===== src/rtl/pc_gen_pkg.sv =====
// Shared definitions for the program-counter unit: next-PC select encodings
// and the default reset/trap vector addresses.
package pc_gen_pkg;

  // Next-PC select encodings driven by the decoder
  typedef enum logic [2:0] {
    PCSRC_NORMAL = 3'b000,
    PCSRC_BRANCH = 3'b001,
    PCSRC_JUMP   = 3'b010,
    PCSRC_A      = 3'b011,
    PCSRC_ILLOP  = 3'b100,
    PCSRC_XADR   = 3'b101
  } pcsrc_e;

  // Default vectors; the supervisor bit (MSB) is set in all of them
  localparam logic [31:0] DEF_RESET_VEC = 32'h8000_0000;
  localparam logic [31:0] DEF_ILLOP_VEC = 32'h8000_0004;
  localparam logic [31:0] DEF_XADR_VEC  = 32'h8000_0008;

endpackage


===== src/rtl/pc_gen_if.sv =====
// Control/datapath side of the PC unit. The master drives select, targets,
// stall and irq; the slave (pc_gen) returns the PC values and status.
interface pc_gen_if #(
  parameter int ADDR_W = 32
);
  logic              stall;
  logic [2:0]        PCSrc;
  logic [ADDR_W-1:0] ConBA;
  logic              ALUOut0;
  logic [25:0]       JT;
  logic [ADDR_W-1:0] DataBusA;
  logic              irq;
  logic [ADDR_W-1:0] PC;
  logic [ADDR_W-1:0] PCPlus4;
  logic [ADDR_W-1:0] NewPC;
  logic [ADDR_W-1:0] EPC;
  logic              irq_taken;
  logic              in_kernel;

  modport master (
    output stall, PCSrc, ConBA, ALUOut0, JT, DataBusA, irq,
    input  PC, PCPlus4, NewPC, EPC, irq_taken, in_kernel
  );

  modport slave (
    input  stall, PCSrc, ConBA, ALUOut0, JT, DataBusA, irq,
    output PC, PCPlus4, NewPC, EPC, irq_taken, in_kernel
  );
endinterface


===== src/rtl/pc_gen_pc_next_mux.sv =====
// Combinational next-PC selection with the supervisor-bit rule applied.
// User code can never set the MSB: only the trap vectors can enter kernel mode.
module pc_next_mux
  import pc_gen_pkg::*;
#(
  parameter int          ADDR_W    = 32,
  parameter logic [31:0] ILLOP_VEC = DEF_ILLOP_VEC,
  parameter logic [31:0] XADR_VEC  = DEF_XADR_VEC
) (
  input  logic [ADDR_W-1:0] i_pc,
  input  logic [ADDR_W-1:0] i_pc_plus4,
  input  logic [2:0]        i_pcsrc,
  input  logic [ADDR_W-1:0] i_conba,
  input  logic              i_aluout0,
  input  logic [25:0]       i_jt,
  input  logic [ADDR_W-1:0] i_databusa,
  output logic [ADDR_W-1:0] o_new_pc
);
  localparam int                MSB     = ADDR_W - 1;
  localparam logic [ADDR_W-1:0] ILLOP_V = ADDR_W'(ILLOP_VEC);
  localparam logic [ADDR_W-1:0] XADR_V  = ADDR_W'(XADR_VEC);

  logic [ADDR_W-1:0] w_base;
  logic              w_msb;
  logic [ADDR_W-1:0] w_splice;

  // J-type target keeps the segment bits of the current PC, including the mode bit
  assign w_splice = {i_pc[MSB:28], i_jt, 2'b00};

  // Base target select plus the mode bit each path is allowed to produce
  always_comb begin
    w_base = i_pc_plus4;
    w_msb  = i_pc[MSB];
    case (i_pcsrc)
      PCSRC_NORMAL: begin
        // Sequential flow stays in the current mode even across a wrap
        w_base = i_pc_plus4;
        w_msb  = i_pc[MSB];
      end
      PCSRC_BRANCH: begin
        w_base = i_aluout0 ? i_conba : i_pc_plus4;
        w_msb  = i_pc[MSB];
      end
      PCSRC_JUMP: begin
        w_base = w_splice;
        w_msb  = i_pc[MSB];
      end
      PCSRC_A: begin
        // jr may drop to user mode but can never raise privilege
        w_base = i_databusa;
        w_msb  = i_databusa[MSB] & i_pc[MSB];
      end
      PCSRC_ILLOP: begin
        w_base = ILLOP_V;
        w_msb  = ILLOP_V[MSB];
      end
      default: begin
        // XADR and both undefined encodings trap to the exception vector
        w_base = XADR_V;
        w_msb  = XADR_V[MSB];
      end
    endcase
  end

  assign o_new_pc = {w_msb, w_base[MSB-1:0]};

endmodule


===== src/rtl/pc_gen.sv =====
// Program-counter unit: registered PC with stall hold, level interrupt
// latch, interrupt take logic and EPC capture.
module pc_gen
  import pc_gen_pkg::*;
#(
  parameter int          ADDR_W    = 32,
  parameter logic [31:0] RESET_VEC = DEF_RESET_VEC,
  parameter logic [31:0] ILLOP_VEC = DEF_ILLOP_VEC,
  parameter logic [31:0] XADR_VEC  = DEF_XADR_VEC
) (
  input logic          clk,
  input logic          reset,
  pc_gen_if.slave      bus
);
  localparam int                MSB     = ADDR_W - 1;
  localparam logic [ADDR_W-1:0] RESET_V = ADDR_W'(RESET_VEC);
  localparam logic [ADDR_W-1:0] ILLOP_V = ADDR_W'(ILLOP_VEC);

  logic [ADDR_W-1:0] r_pc;
  logic [ADDR_W-1:0] r_epc;
  logic              r_irq_pend;
  logic [ADDR_W-1:0] w_pc_plus4;
  logic [ADDR_W-1:0] w_mux_pc;
  logic [ADDR_W-1:0] w_new_pc;
  logic              w_take;

  assign w_pc_plus4 = r_pc + ADDR_W'(32'd4);

  pc_next_mux #(
    .ADDR_W    (ADDR_W),
    .ILLOP_VEC (ILLOP_VEC),
    .XADR_VEC  (XADR_VEC)
  ) u_next_mux (
    .i_pc       (r_pc),
    .i_pc_plus4 (w_pc_plus4),
    .i_pcsrc    (bus.PCSrc),
    .i_conba    (bus.ConBA),
    .i_aluout0  (bus.ALUOut0),
    .i_jt       (bus.JT),
    .i_databusa (bus.DataBusA),
    .o_new_pc   (w_mux_pc)
  );

  // Interrupts are only taken from user mode on an advancing cycle, and
  // override whatever the decoder selected (including a same-cycle XADR).
  assign w_take   = r_irq_pend & ~r_pc[MSB] & ~bus.stall & ~reset;
  assign w_new_pc = w_take ? ILLOP_V : w_mux_pc;

  // PC, EPC and pending-interrupt state; a still-high irq re-arms the latch
  always_ff @(posedge clk) begin
    if (reset) begin
      r_pc       <= RESET_V;
      r_epc      <= '0;
      r_irq_pend <= 1'b0;
    end else begin
      r_irq_pend <= bus.irq | (r_irq_pend & ~w_take);
      if (!bus.stall) begin
        r_pc <= w_new_pc;
        if (w_take) begin
          r_epc <= r_pc;
        end else begin
          r_epc <= r_epc;
        end
      end else begin
        r_pc  <= r_pc;
        r_epc <= r_epc;
      end
    end
  end

  assign bus.PC        = r_pc;
  assign bus.PCPlus4   = w_pc_plus4;
  assign bus.NewPC     = w_new_pc;
  assign bus.EPC       = r_epc;
  assign bus.irq_taken = w_take;
  assign bus.in_kernel = r_pc[MSB];

endmodule


===== src/flat_wrapper.sv =====
// flat-port wrapper written by rule: the top's interface ports become plain ports
module pc_gen_flat import pc_gen_pkg::*;
#(
  parameter int          ADDR_W    = 32,
  parameter logic [31:0] RESET_VEC = DEF_RESET_VEC,
  parameter logic [31:0] ILLOP_VEC = DEF_ILLOP_VEC,
  parameter logic [31:0] XADR_VEC  = DEF_XADR_VEC
)
  (clk, reset, bus_stall, bus_PCSrc, bus_ConBA, bus_ALUOut0, bus_JT, bus_DataBusA, bus_irq, bus_PC, bus_PCPlus4, bus_NewPC, bus_EPC, bus_irq_taken, bus_in_kernel);
  pc_gen_if #(.ADDR_W(ADDR_W)) bus_i ();
  input logic clk;
  input logic reset;
  input wire logic [$bits(bus_i.stall)-1:0] bus_stall;
  input wire logic [$bits(bus_i.PCSrc)-1:0] bus_PCSrc;
  input wire logic [$bits(bus_i.ConBA)-1:0] bus_ConBA;
  input wire logic [$bits(bus_i.ALUOut0)-1:0] bus_ALUOut0;
  input wire logic [$bits(bus_i.JT)-1:0] bus_JT;
  input wire logic [$bits(bus_i.DataBusA)-1:0] bus_DataBusA;
  input wire logic [$bits(bus_i.irq)-1:0] bus_irq;
  output wire logic [$bits(bus_i.PC)-1:0] bus_PC;
  output wire logic [$bits(bus_i.PCPlus4)-1:0] bus_PCPlus4;
  output wire logic [$bits(bus_i.NewPC)-1:0] bus_NewPC;
  output wire logic [$bits(bus_i.EPC)-1:0] bus_EPC;
  output wire logic [$bits(bus_i.irq_taken)-1:0] bus_irq_taken;
  output wire logic [$bits(bus_i.in_kernel)-1:0] bus_in_kernel;
  assign bus_i.stall = bus_stall;
  assign bus_i.PCSrc = bus_PCSrc;
  assign bus_i.ConBA = bus_ConBA;
  assign bus_i.ALUOut0 = bus_ALUOut0;
  assign bus_i.JT = bus_JT;
  assign bus_i.DataBusA = bus_DataBusA;
  assign bus_i.irq = bus_irq;
  assign bus_PC = bus_i.PC;
  assign bus_PCPlus4 = bus_i.PCPlus4;
  assign bus_NewPC = bus_i.NewPC;
  assign bus_EPC = bus_i.EPC;
  assign bus_irq_taken = bus_i.irq_taken;
  assign bus_in_kernel = bus_i.in_kernel;
  pc_gen #(.ADDR_W(ADDR_W), .RESET_VEC(RESET_VEC), .ILLOP_VEC(ILLOP_VEC), .XADR_VEC(XADR_VEC)) u_core (.clk(clk), .reset(reset), .bus(bus_i));
endmodule

===== config.mk =====
export PLATFORM = sky130hd
export DESIGN_NAME = pc_gen_flat
export DESIGN_NICKNAME = d
export VERILOG_FILES = /design/src/rtl/pc_gen_pkg.sv /design/src/rtl/pc_gen_if.sv /design/src/rtl/pc_gen_pc_next_mux.sv /design/src/rtl/pc_gen.sv /design/src/flat_wrapper.sv
export SDC_FILE = /design/constraint.sdc
export NUM_CORES = 1
export LEC_CHECK = 0
export BUFFER_PORTS_ARGS = -buffer_cell sky130_fd_sc_hd__buf_2
export CAP_MARGIN = 15
export CORE_ASPECT_RATIO = 0.75
export CORE_MARGIN = 10
export CORE_UTILIZATION = 47
export DETAILED_ROUTE_END_ITERATION = 10
export GPL_TIMING_DRIVEN = 0
export PLACE_DENSITY_LB_ADDON = 0.05
export SLEW_MARGIN = 30
export SYNTH_ARGS = -nofsm -noshare
export SYNTH_HDL_FRONTEND = slang
export SYNTH_SLANG_ARGS = --single-unit

===== constraint.sdc =====
create_clock -name clk -period 2 [get_ports clk]
set_input_delay 0.2 -clock clk [delete_from_list [all_inputs] [get_ports clk]]
set_output_delay 0.2 -clock clk [all_outputs]
set_load 0.01 [all_outputs]

Word level (Yosys, flattened, before mapping)
Cells that the tools add are included.
- flip-flop bits (word level): 65
- input bits: 98
- word-level logic and storage cells: 25
- output and inout bits: 130
- reductions and logical operators: 3
- muxes and demuxes: 4
- equal/unequal tests: 4
- bitwise gates (word level): 10
- add/subtract/negate cells: 1
- operators with widths (kind ; number):
    31-bit case mux with 5 select lines ; 1
    32-bit by 3-bit adder with 32-bit output (second input constant) ; 1
    32-bit two-way mux ; 1
    31-bit two-way mux ; 1
    3-bit by 2-bit equality test with 1-bit output (second input constant) ; 2
    1-bit AND ; 5
    1-bit inverter ; 4
    3-bit by 1-bit equality test with 1-bit output (second input constant) ; 1
    3-bit equality test (second input constant) ; 1
    3-bit logical NOT ; 1
    3-bit OR reduction ; 1
    1-bit case mux with 2 select lines ; 1
    2-bit AND reduction ; 1
    1-bit OR ; 1

Longest topological paths before layout
- depth after elaboration: 7
- mapped depth: 10

Cells and area by module
A second synthesis with hierarchy kept.
- cells, all modules: 544
- area, all modules: 4466.8 um^2
- by module, submodules not included (module ; instances ; cells each ; sequential area each (um^2) ; area each (um^2)):
    pc_gen ; 1 ; 368 ; 1301.2 ; 3165.5
    pc_next_mux ; 1 ; 176 ; 0.0 ; 1301.2

Worst setup path before layout
OpenSTA, ideal clock, no wires.
- path type: register to output
- from: register u_core.r_pc[2], in the netlist u_core.bus.PC[2]
- to: output port bus_NewPC[28]
- cell stages (with the launch flop): 7
- buffers on the path: 0
- arrival: 1.973 ns
- setup slack: -0.173 ns
- data required time: 1.800 ns
- cells stage by stage: dfxtp_1 ha_1 nand3_1 nor3_1 nand4_1 xnor2_1 a22o_1
- word-level cells in the longest chain between the ends: 4
- RTL lines (item ; line ; text):
    start, declared ; pc_gen.sv:19 ; logic [ADDR_W-1:0] r_pc;
    start signal, assigned ; pc_gen.sv:58 ; r_pc <= w_new_pc;
    start signal, assigned ; pc_gen.sv:65 ; r_pc <= r_pc;
    32-bit by 3-bit adder with 32-bit output (*) ; pc_gen.sv:27 ; assign w_pc_plus4 = r_pc + ADDR_W'(32'd4);
    named net bus_PCPlus4[28] ; flat_wrapper.sv:21 ; output wire logic [$bits(bus_i.PCPlus4)-1:0] bus_PCPlus4;
    31-bit two-way mux ; pc_gen_pc_next_mux.sv:41 ; w_base = i_aluout0 ? i_conba : i_pc_plus4;
    31-bit case mux with 5 select lines (*) ; pc_gen_pc_next_mux.sv:34 ; case (i_pcsrc)
    32-bit two-way mux (*) ; pc_gen.sv:47 ; assign w_new_pc = w_take ? ILLOP_V : w_mux_pc;
    end, declared ; flat_wrapper.sv:22 ; output wire logic [$bits(bus_i.NewPC)-1:0] bus_NewPC;
The timed path passes the listed nets; every way through them passes the cells marked *.

Final worst setup path
- from: register u_core.r_pc[10], in the netlist u_core.bus.PC[10]
- to: output port bus_NewPC[25]
- word-level cells in the longest chain between the ends: 4
- RTL lines (item ; line):
    32-bit by 3-bit adder with 32-bit output (*) ; pc_gen.sv:27
    31-bit two-way mux ; pc_gen_pc_next_mux.sv:41
    31-bit case mux with 5 select lines (*) ; pc_gen_pc_next_mux.sv:34
    32-bit two-way mux (*) ; pc_gen.sv:47
Mark *: on every way between the ends. The rest lies on a longest branch, timed or not.

==> results <==
- For this design the static power due to leakage is 3.728 nW.
- The maximum operating frequency is 0.4179 GHz.
- For the final database, setup skew stands at 12.88 ps.
- The final critical-path share of the clock period is 119.6%.
- The maximum number of pins on one net before global-route repair is 17.
- The worst pin sits at a relative slew slack of 40.74%.
- The number of antenna diodes in the final layout is 0.
- After synthesis the netlist holds a flip-flop and latch count of 65.
- The final number of max-transition violations was 0.
- At the pin with the least slew margin, the transition time is 886.0 ps.
- The detail-routed via count per cell is 6.281.
- The peak ir drop on the vdd network is 390.1 uV.
- After layout, the worst setup slack is -392.7 ps.
- The type of element launching the critical path is a flop.
- The number of CTS-inserted buffers is 9.
- The insertion delay to the later sink of the worst-skew pair is 340 ps.
- The net count reported at finish is 1005.
- In the final layout, the multi-input gates occupy 0.003377 mm^2.
- Detailed placement ended at an HPWL of 16180 um.
- In the layout the commonest cells are sky130_fd_sc_hd__buf_2, sky130_fd_sc_hd__buf_4, sky130_fd_sc_hd__nand2_1, sky130_fd_sc_hd__o21ai_0, sky130_fd_sc_hd__dfxtp_1.
- The deepest level of the CTS H-tree is 3.
- The overflow left after global routing is 0.
- The netlist area before placement is 0.004483 mm^2.
- Across every metal layer, demand over resource in global routing totals 31.13%.
- The master cell of the clock root buffer is sky130_fd_sc_hd__clkbuf_16.
- In the final layout, the share of cells above drive strength 1 is 52.69%.
- The worst hold margin is 98.63 ps.
- The design draws 3.844 mW.
- The met2 track utilization from global routing is 51.63%.
- Clock tree synthesis found a total of 65 sinks.
- The slowest stage of the critical path is the sky130_fd_sc_hd__dfxtp_4 cell.
- The sequential standard cell area is 0.001391 mm^2.
- The number of DRC violations after detailed routing is 0.
- The most used flip-flop cell after synthesis is sky130_fd_sc_hd__dfxtp_1.
- The initialized floorplan defines 30 standard-cell rows.
- The remaining antenna violation count after routing is 0.
- The clock tree from TritonCTS is done.
- Counting distinct cell types in the post-synthesis netlist gives 60.
- The region available for standard cell placement spans 0.009159 mm^2.
- The number of antenna violations at the first check in global routing is 0.
- The Yosys step of the flow raised 0 warnings.
- The count of routing violations after the opening detailed-route iteration is 914.
- The element type at the critical path end is an output port.
- The clock passes through at most 2 buffers.
- The critical path's most frequent cell is sky130_fd_sc_hd__nand4_1.
- The minimum period implied by the final worst setup slack is 2393 ps.
- For met3 alone, demand over resource in global routing was 9.713%.
- The count of input and output buffers is 222.
- The number of top-level design ports is 228.
- The die is 104.6 um tall.
- The flow ran to the end, but the final reports show violations.
- Clock-pin slew was measured on the worst setup and hold paths at 70 ps.
- The area growth from synthesis to layout is 71.25%.
- After detailed routing, the average wire length per cell comes to 23.79 um.
- In this design, the stage delay of the slowest critical-path cell is 360 ps.
- Along the worst path, the maximum fanout reaches 3.
- The floorplan step set the die width to 132.8 um.
- In the global route stage, met1 resource usage came out at 36.58%.
- For this design the ratio of total power to cell area is 500.7 mW/mm^2.
- Counting flops with an async set or reset pin after synthesis yields a share of 0%.
- The type of the worst setup path is flop to output port.
- The number of vias after detailed routing is 6526.
- The first detailed-routing pass took 5 iterations.
- The number of buffers and inverters on the critical path is 3.
- The number of hold violations in the final report is 0.
- The signal arrival time at the worst endpoint is 2190 ps.
- The dominant delay contributor by cell family on the critical path is simple AND/OR/NAND/NOR gates.
- In this run, post-CTS hold repair placed 0 buffers.
- Sequential elements use 29.03% of the synthesized area.
- The final reports fail on negative setup slack.
- Synthesis handed over a netlist of 585 instances.
- The signal on the critical path passes through nand4_1 > buf_4 > nor3_4 > buf_6 > nand4_1 > xnor2_2 > o2bb2ai_1 > buf_2.
- The total nets after synthesis is 684.
- Measured on the finished design, the core utilization comes to 83.83%.
- Setup repair after global routing could not meet its margin everywhere.
- At the end of routability-driven placement, the weighted congestion stood at 0.9563.
- The total wire length is 24710 um.
- Max-cap violations in this run came to 0.
- The number of endpoints failing setup at the final stage is 51.
- The most common cell after layout, fill and taps aside is sky130_fd_sc_hd__buf_2.
- The min-delay analysis places its worst path in the category input port to flop.
- The initial core utilization is 48.95%.
- STA puts the critical path data required time at 1800 ps.
- Counting the fill cells in the layout gives 582.
- Averaged over all synthesized cells, the footprint is 7.663 um^2.
- The first global-routing pass estimated 35080 um of wire.
- The die area is 0.01389 mm^2.
- The via count of the first global-routing pass is 6295.
- The highest-utilization routing layer at the global route stage is met2.
- The number of synthesized flops with an enable pin is 0.
[where the power goes]
part | internal, mW | switching [mW]
Sequential | 1.30 | 0.0380
Clock | 0.980 | 0.690
Combinational | 0.376 | 0.463
Total | 2.65 | 1.19
[metrics by stage]
step | std cells | TNS (ps) | instance area, um^2 | worst slack, ps
2_1_floorplan | 585 | 0 | 4544 | 5.280
3_3_place_gp | 935 | -15640 | 5816 | -502.7
3_5_place_dp | 935 | -15580 | 5822 | -543.1
4_1_cts | 1010 | -7763 | 7083 | -275.4
5_1_grt | 1039 | -13530 | 7677 | -472.7
6_report | 1039 | -10900 | 7677 | -392.7
[flip-flops by register name, indices dropped and copies added (netlist names)]
name and count:
u_core.bus.PC 32, u_core.r_irq_pend 1, u_core.bus.EPC 32
[cells in the mapped netlist (3+ instances only)]
master / number / area share, %
sky130_fd_sc_hd__dfxtp_1: 65 / 29
sky130_fd_sc_hd__nand2b_1: 28 / 3.9
sky130_fd_sc_hd__clkbuf_1: 23 / 1.9
sky130_fd_sc_hd__and3_1: 8 / 1.1
sky130_fd_sc_hd__nand2_1: 66 / 5.5
sky130_fd_sc_hd__buf_6: 3 / 0.75
sky130_fd_sc_hd__or2_2: 3 / 0.42
sky130_fd_sc_hd__a2bb2oi_1: 4 / 0.78
sky130_fd_sc_hd__or4_1: 3 / 0.50
sky130_fd_sc_hd__buf_4: 9 / 1.5
sky130_fd_sc_hd__o221ai_1: 3 / 0.59
sky130_fd_sc_hd__o31a_1: 4 / 0.78
sky130_fd_sc_hd__mux2i_1: 34 / 7.6
sky130_fd_sc_hd__a21oi_1: 38 / 4.2
sky130_fd_sc_hd__nand4_1: 11 / 1.5
sky130_fd_sc_hd__nor3_1: 9 / 1.0
sky130_fd_sc_hd__inv_1: 8 / 0.67
sky130_fd_sc_hd__buf_2: 23 / 2.6
sky130_fd_sc_hd__xnor2_1: 22 / 4.3
sky130_fd_sc_hd__a22o_1: 9 / 1.8
sky130_fd_sc_hd__o2bb2ai_1: 12 / 2.3
sky130_fd_sc_hd__o21ai_0: 62 / 6.9
sky130_fd_sc_hd__nand3_1: 15 / 1.7
sky130_fd_sc_hd__nor4_1: 7 / 0.98
sky130_fd_sc_hd__o32ai_1: 4 / 0.78
sky130_fd_sc_hd__nand3b_1: 10 / 1.7
sky130_fd_sc_hd__xor2_1: 5 / 0.98
sky130_fd_sc_hd__a31oi_1: 3 / 0.42
sky130_fd_sc_hd__o31ai_1: 3 / 0.50
sky130_fd_sc_hd__a221oi_1: 4 / 0.78
sky130_fd_sc_hd__nor2_1: 39 / 3.3
sky130_fd_sc_hd__a21o_1: 4 / 0.67
sky130_fd_sc_hd__or3_1: 4 / 0.56
sky130_fd_sc_hd__and2_1: 3 / 0.42
[worst register-to-register path: stages, from the launching register on]
cell	delay (ps)
sky130_fd_sc_hd__dfxtp_4	360
sky130_fd_sc_hd__nand4_1	180
sky130_fd_sc_hd__buf_4	200
sky130_fd_sc_hd__nor3_4	230
sky130_fd_sc_hd__buf_6	140
sky130_fd_sc_hd__nand4_1	210
sky130_fd_sc_hd__buf_4	220
sky130_fd_sc_hd__and3_4	150
sky130_fd_sc_hd__or3_1	290
[kinds of logic after synthesis]
logic type | Yosys count | share of synthesized area [%]
flops | 65 | 29.03
mux | 36 | 8.094
simple gates | 223 | 26.12
fa+ha+maj | 1 | 0.2791
xor+xnor | 27 | 5.275
compound gates | 165 | 23.50
buf+inv | 68 | 7.703
[path summary, 6_finish.rpt]
check                                        start                 end  slack [ps]  cells past startpoint
worst max register to register   u_core.bus.PC[10]   u_core.bus.PC[25]        -120                      8
worst min register to register  u_core.bus.EPC[21]  u_core.bus.EPC[21]         470                      2
worst max-delay path             u_core.bus.PC[10]       bus_NewPC[25]        -390                      8
worst min-delay path                       bus_irq   u_core.r_irq_pend         100                      3
[per-layer routing]
| layer | vias up | part of all wire [%] |
|---|---|---|
| met4 | 0 | 5.3 |
| met5 | - | 0 |
| met3 | 130 | 13 |
| li1 | 2745 | - |
| met1 | 3042 | 36 |
| met2 | 609 | 46 |
[final cells by class]
type	count	area share, %
buffer	48	4.677
clock buffer	9	2.934
clock inverter	7	1.010
inverter	9	0.5052
multi-input combinational	452	43.99
sequential	65	18.12
tap	128	2.086
timing repair buffer	321	26.68
[repair_timing]
action	CTS	global route
endpoints found under the setup margin	74	64
gates cloned	2	3
pin swaps	45	42
endpoints found under the hold margin	0	0
setup buffers	63	44
resized for setup	132	96
No activity file was read; power rests on OpenSTA's default activity.
